### src/rtl/push_debouncer.sv
// push_debouncer: two-channel active-low key synchroniser and debouncer feeding the counter's i_Push.
// Optional auto-repeat while a key is held is compiled in when DEBOUNCE_REPEAT_EN is defined.
module push_debouncer #(
    parameter int DB_CYCLES     = 1_000_000,
    parameter int REPEAT_DELAY  = 25_000_000,
    parameter int REPEAT_PERIOD = 5_000_000
) (
    input  logic       i_Clk,
    input  logic       i_Rst,
    input  logic [1:0] i_Push,
    output logic [1:0] o_Push,
    output logic [1:0] o_Press
);
    localparam int CW = $clog2(DB_CYCLES);
    localparam logic [CW-1:0] DB_LAST = CW'(DB_CYCLES - 1);

    typedef enum logic [1:0] {RELEASED, PRESS_WAIT, PRESSED, RELEASE_WAIT} state_t;

    if (DB_CYCLES < 2 || REPEAT_PERIOD < 2 || REPEAT_DELAY <= REPEAT_PERIOD) begin : g_bad_params
        $error("push_debouncer: invalid timing parameters");
    end

    for (genvar g = 0; g < 2; g++) begin : g_ch
        logic          r_S1;
        logic          r_S2;
        state_t        r_State;
        logic [CW-1:0] r_Cnt;
        logic          r_Push;
        logic          r_Press;
`ifdef DEBOUNCE_REPEAT_EN
        localparam int HW = $clog2(REPEAT_DELAY);
        localparam logic [HW-1:0] HOLD_LAST   = HW'(REPEAT_DELAY - 1);
        localparam logic [HW-1:0] HOLD_RELOAD = HW'(REPEAT_DELAY - REPEAT_PERIOD);
        logic [HW-1:0] r_Hold;
`endif

        // two-flop synchroniser, idles at released (1)
        always_ff @(posedge i_Clk or posedge i_Rst) begin
            if (i_Rst) begin
                r_S1 <= 1'b1;
                r_S2 <= 1'b1;
            end else begin
                r_S1 <= i_Push[g];
                r_S2 <= r_S1;
            end
        end

        // debounce FSM: a level is accepted only after DB_CYCLES stable samples; outputs registered
        always_ff @(posedge i_Clk or posedge i_Rst) begin
            if (i_Rst) begin
                r_State <= RELEASED;
                r_Cnt   <= '0;
                r_Push  <= 1'b1;
                r_Press <= 1'b0;
`ifdef DEBOUNCE_REPEAT_EN
                r_Hold  <= '0;
`endif
            end else begin
                r_Press <= 1'b0;
                case (r_State)
                    RELEASED: begin
                        if (!r_S2) begin
                            r_State <= PRESS_WAIT;
                            r_Cnt   <= '0;
                        end
                    end
                    PRESS_WAIT: begin
                        if (r_S2) begin
                            r_State <= RELEASED;
                            r_Cnt   <= '0;
                        end else if (r_Cnt == DB_LAST) begin
                            r_State <= PRESSED;
                            r_Cnt   <= '0;
                            r_Push  <= 1'b0;
                            r_Press <= 1'b1;
`ifdef DEBOUNCE_REPEAT_EN
                            r_Hold  <= '0;
`endif
                        end else begin
                            r_Cnt <= r_Cnt + 1'b1;
                        end
                    end
                    PRESSED: begin
                        r_Push <= 1'b0;
                        if (r_S2) begin
                            r_State <= RELEASE_WAIT;
                            r_Cnt   <= '0;
                        end
`ifdef DEBOUNCE_REPEAT_EN
                        else if (r_Hold == HOLD_LAST) begin
                            r_Push  <= 1'b1;
                            r_Press <= 1'b1;
                            r_Hold  <= HOLD_RELOAD;
                        end else begin
                            r_Hold <= r_Hold + 1'b1;
                        end
`endif
                    end
                    RELEASE_WAIT: begin
                        if (!r_S2) begin
                            r_State <= PRESSED;
                            r_Cnt   <= '0;
                        end else if (r_Cnt == DB_LAST) begin
                            r_State <= RELEASED;
                            r_Cnt   <= '0;
                            r_Push  <= 1'b1;
                        end else begin
                            r_Cnt <= r_Cnt + 1'b1;
                        end
                    end
                endcase
            end
        end

        assign o_Push[g]  = r_Push;
        assign o_Press[g] = r_Press;
    end
endmodule

### config.mk
export PLATFORM = sky130hd
export DESIGN_NAME = push_debouncer
export DESIGN_NICKNAME = d
export VERILOG_FILES = /design/src/rtl/push_debouncer.sv
export SDC_FILE = /design/constraint.sdc
export NUM_CORES = 1
export LEC_CHECK = 0
export ABC_AREA = 0
export CORE_MARGIN = 5
export CORE_UTILIZATION = 36
export CTS_BUF_LIST = sky130_fd_sc_hd__clkbuf_8
export DETAILED_ROUTE_END_ITERATION = 10
export PLACE_DENSITY_LB_ADDON = 0.25
export SETUP_SLACK_MARGIN = 0.4
export SLEW_MARGIN = 10
export SYNTH_ARGS = -nofsm -noshare
export SYNTH_HDL_FRONTEND = slang
export SYNTH_SLANG_ARGS = --single-unit
export TNS_END_PERCENT = 50
### constraint.sdc
create_clock -name i_Clk -period 2 [get_ports i_Clk]
set_input_delay 0.4 -clock i_Clk [delete_from_list [all_inputs] [get_ports i_Clk]]
set_output_delay 0.4 -clock i_Clk [all_outputs]
set_load 0.02 [all_outputs]
* Yosys cells after proc, flatten, opt, wreduce, memory -nomap -nowiden
Index checks and enable logic that the tools add are counted.
** Storage, ports and cells
- Flip-flop bits (word level) :: 52
- Input port bits :: 4
- Output and inout bits :: 4
** Cells by class
- Muxes and demuxes :: 42
- Reductions and logical operators :: 10
- Equality and inequality tests :: 24
- Add/subtract/negate cells :: 2
** Operator list (count)
- $mux W20 :: 10
- $pmux W20 S4 :: 2
- $add A20 B1 Y20 const B :: 2
- $eq A20 B20 Y1 const B :: 2
- $mux W2 :: 12
- $ne A2 B2 Y1 const B :: 12
- $pmux W2 S4 :: 2
- $mux W1 :: 14
- $ne A3 B3 Y1 const B :: 4
- $reduce_and A5 Y1 :: 2
- $eq A2 B2 Y1 const B :: 4
- $reduce_and A4 Y1 :: 2
- $pmux W1 S3 :: 2
- $reduce_bool A3 Y1 :: 2
- $eq A2 B1 Y1 const B :: 2
- $logic_not A2 Y1 :: 2
- $reduce_and A2 Y1 :: 2

* Logic depth before layout (Yosys ltp)
- Word-level depth :: 4
- Mapped depth :: 8
- Mapped depth without buffers :: 6

* Worst setup path after synthesis
No wires, ideal clock.
- Path type :: register to register
- Start :: register g_ch[0].r_Cnt[5]
- End :: register g_ch[0].r_Cnt[17]
- Setup time :: 0.076 ns
- Required time :: 1.924 ns
- Path buffers :: 0
- Clock period less this slack :: 1.837 ns
- Slack :: 0.163 ns
- Arrival :: 1.760 ns
- Cell stages (with the launch flop) :: 6
- Cell sequence :: dfrtp_1 nand4_2 or4_4 or3_1 or3_1 o21ai_1
** Between the ends
- Word-level cells in the longest chain between the ends :: 4
** Ends and longest elaborated chain
- start: declaration :: RTL line 27 : logic [CW-1:0] r_Cnt;
- start signal: assignment :: RTL line 80 : r_Cnt <= r_Cnt + 1'b1;
- start signal: assignment :: RTL line 108 : r_Cnt <= r_Cnt + 1'b1;
- $add A20 B1 Y20 / $eq A20 B20 Y1 (equally long branches)
- $mux W20 * :: RTL line 71, 103
- $mux W20 (on tied branches) :: RTL line 100, 68
- $pmux W20 S4 * :: RTL line 60 : case (r_State)
Every way passes the cells marked *; elsewhere a longest branch is shown, timed or not.
A chain may end at the register's enable or synchronous reset.

* Worst setup path after layout
- Start :: register g_ch[0].r_Cnt[1]
- End :: register g_ch[0].r_Cnt[17]
Same word-level chain as after synthesis.

==> run_results.csv <==
group,metric,value,unit
grt,grt_first_pass_wirelength,11.75,mm
synth,synth_top_flop_cell,"dfrtp_1",
sta,hold_viol,0,
sta,min_period,1.932,ns
place,portBuffers,7,
detailed_routing,drt_pass1_iterations,5,
place,routabilityCongestion,0.8029,
clock_tree,htreeDepth,2,
clock_tree,cts_tree,"yes",
cells_and_area,instances_no_fill,477,
detailed_routing,drc_errors,0,
cells_and_area,final_common_cell,"buf_4",
critical_path,required,2.24,ns
synth,synth_edf_count,0,
cells_and_area,mostFrequentLayoutCells,"buf_4, dfrtp_1, nand2_1, a31oi_1, buf_6",
outcome,outcome,"complete, no violations",
clock_tree,clock_path_buffers,2,
critical_path,cpPeakStageDelay,0.53,ns
grt,gr-total-overflow,0,
cells_and_area,regArea,0.001311,sq mm
power_and_ir_drop,power.leakage,0.001747,uW
sta,setup-tns-final,0,ns
synth,avgSynthCellArea,9.232,sq um
worst_hold_path,whs_path_depth,0,
worst_hold_path,holdCritPathClass,"flop to flop",
clock_tree,cts_buffers,5,
critical_path,crit_type,"flop to flop",
cells_and_area,syn_to_final_growth,50.64,%
cells_and_area,fillers,601,
floorplanning,die_h,95.94,um
sta,grt_setup_unrepaired,"true",
power_and_ir_drop,p_per_area,885.8,mW/mm^2
clock_tree,cts-root-buf,"clkbuf_8",
floorplanning,ioPinCount,8,
floorplanning,start_util,0.3685,
place,dp_hpwl,3.945,mm
clock_tree,clk_pin_slew,0.10,ns
synth,synthArstFlopShare,1.000,
sta,tightest_slew,0.3691,ns
floorplanning,die-area,0.009204,sq mm
cells_and_area,multi_input_area,0.001642,sq mm
cells_and_area,finalCoreUtilization,0.5552,
detailed_routing,drtIter0Drc,122,
critical_path,slowest_stage,"or4_4",
clock_tree,clock_latency,0.31,ns
synth,synth_fp_nets,294,
clock_tree,cts_hold_buf,0,
critical_path,rr_worst_depth,6,
critical_path,crit_path_end_kind,"flop",
floorplanning,fp.dieW,95.94,um
sta,maxSlewViolCount,0,
detailed_routing,via_per_inst,5.591,
detailed_routing,vias,2667,
sta,layout_worst_path_cycle_share,0.9658,
critical_path,crit_fanout,2,
cells_and_area,drive_gt1_frac,0.4101,
job,drv_cap,0,
clock_tree,clock-sinks,52,
critical_path,crit_chain,"buf_6, nand2_4, or4_4, or3_4, or3_1, o21ai_1",
grt,grt_max_degree,53,
synth,synth.cell_area,0.002659,sq mm
grt,grt_pass1_vias,2517,
sta,maxSlewHeadroom,0.7531,
sta,setup_viol,0,
place,placed_cells,413,
floorplanning,core_region_area,0.007214,sq mm
floorplanning,num_rows,31,
grt,antenna_found_initial,0,
sta,finClkSkew,0.01020,ns
detailed_routing,wl_per_cell,15.96,um
synth,ys_warn_count,0,
critical_path,start_kind,"flop",
detailed_routing,wirelength,7.613,mm
cells_and_area,fin_nets,383,
synth,yosysSeqAreaShare,0.4922,
grt,grtUsageTotal,0.1609,
cells_and_area,diodes,0,
detailed_routing,ant_nets,0,
critical_path,crit_arrival,2.17,ns
sta,max_freq,0.5177,GHz
synth,ys_types,39,
synth,ys_ff_latch,52,
synth,postSynthCellCount,288,
power_and_ir_drop,ir_drop,0.5892,mV
-- area by class of cell --
class / count / area share
inverters: 8 / 0.008435
clock inverters: 2 / 0.002812
well taps: 99 / 0.03093
clock buffers: 6 / 0.02062
repair buffers: 91 / 0.1999
multi-input cells: 219 / 0.4099
flip-flops and latches: 52 / 0.3274
-- state kept, by name (all words and copies together), names as in the netlist, named ones only --
name / flops
g_ch.r_Cnt: 40
g_ch.r_Press: 2
g_ch.r_Push: 2
g_ch.r_S1: 2
g_ch.r_S2: 2
g_ch.r_State: 2
-- through the flow --
step	power [uW]	setup WS [ns]	cell area (sq um)	hold slack, ns
after detailed placement	2219	-0.07544	3097	0.3472
after global routing	3735	0.04645	4005	0.3693
after CTS	3218	0.1034	3641	0.3610
final	3548	0.06842	4005	0.3603
after floorplan	1946	0.1691	2750	0.3452
after global placement	2209	0.007985	3097	0.3458
-- cell usage after synthesis (all sizes together), types with 2 or more instances --
master / number / area share
dfrtp: 46 / 0.43
xnor2: 6 / 0.020
nand4b: 2 / 0.0066
or3: 4 / 0.0094
nor2: 12 / 0.017
and3: 7 / 0.016
o31ai: 4 / 0.011
inv: 8 / 0.011
a22o: 5 / 0.016
a211oi: 2 / 0.0056
xor2: 2 / 0.0066
a21oi: 18 / 0.035
nor4bb: 2 / 0.0075
nand2: 38 / 0.054
a21o: 6 / 0.017
buf: 6 / 0.015
clkbuf: 8 / 0.011
nand3b: 2 / 0.0056
and4: 4 / 0.013
dfstp: 6 / 0.059
nor4: 5 / 0.012
ha: 2 / 0.0094
a31oi: 22 / 0.052
a41oi: 3 / 0.0099
nand2b: 6 / 0.014
or2: 2 / 0.0047
nand3: 17 / 0.032
nor3: 7 / 0.013
nand4: 7 / 0.021
o21ai: 24 / 0.045
-- cell families (layout without fill, tap and decap cells) --
group / Yosys count / count (layout) / synth area share
AO/OA/AOI/OAI: 85 / 90 / 0.1953
XOR/XNOR: 8 / 8 / 0.02635
adder cells (fa/ha/maj): 2 / 2 / 0.009410
buffers and inverters: 22 / 107 / 0.03765
flip-flops: 52 / 52 / 0.4922
multiplexers: 1 / 1 / 0.003765
AND/OR/NAND/NOR: 118 / 118 / 0.2353
-- where the power goes --
group	internal, uW	switching (uW)
combinational	756	877
clock	277	361
sequential	1140	134
total	2180	1370
-- path summary, 6_finish.rpt --
| path | slack (ns) | end | start |
|---|---|---|---|
| max | 0.07 | g_ch[0].r_Cnt[17] | g_ch[0].r_Cnt[1] |
| min | 0.36 | g_ch[1].r_S2 | g_ch[1].r_S1 |
| max reg2reg | 0.07 | g_ch[0].r_Cnt[17] | g_ch[0].r_Cnt[1] |
| min reg2reg | 0.36 | g_ch[1].r_S2 | g_ch[1].r_S1 |
| max in group asynchronous | 1.22 | g_ch[1].r_S1 | i_Rst |
| min in group asynchronous | 0.49 | g_ch[0].r_Press | i_Rst |
-- per-layer routing --
metal  GRT usage  vias to the layer above  part of all wire
met5           0                        -                 0
met1      0.2029                     1339              0.43
met3     0.02893                        9             0.033
met2      0.2774                       67              0.53
met4     0.05332                        0            0.0077
li1            -                     1252                 -
-- timing repair --
| item | 4_1_cts | 5_1_grt |
|---|---|---|
| buffers inserted | 29 | 22 |
| gates cloned | 5 | 0 |
| pin swaps | 21 | 29 |
| setup endpoints to repair | 46 | 47 |
| gates resized for setup | 48 | 39 |
-- critical path: cells and delay by family, from the launching register on --
| kind | cells | cell delay, ns |
|---|---|---|
| AO/OA/AOI/OAI | 1 | 0.09 |
| buffers and inverters | 1 | 0.12 |
| flip-flops | 1 | 0.37 |
| AND/OR/NAND/NOR | 4 | 1.27 |
Power figures use the tool's default switching activity.
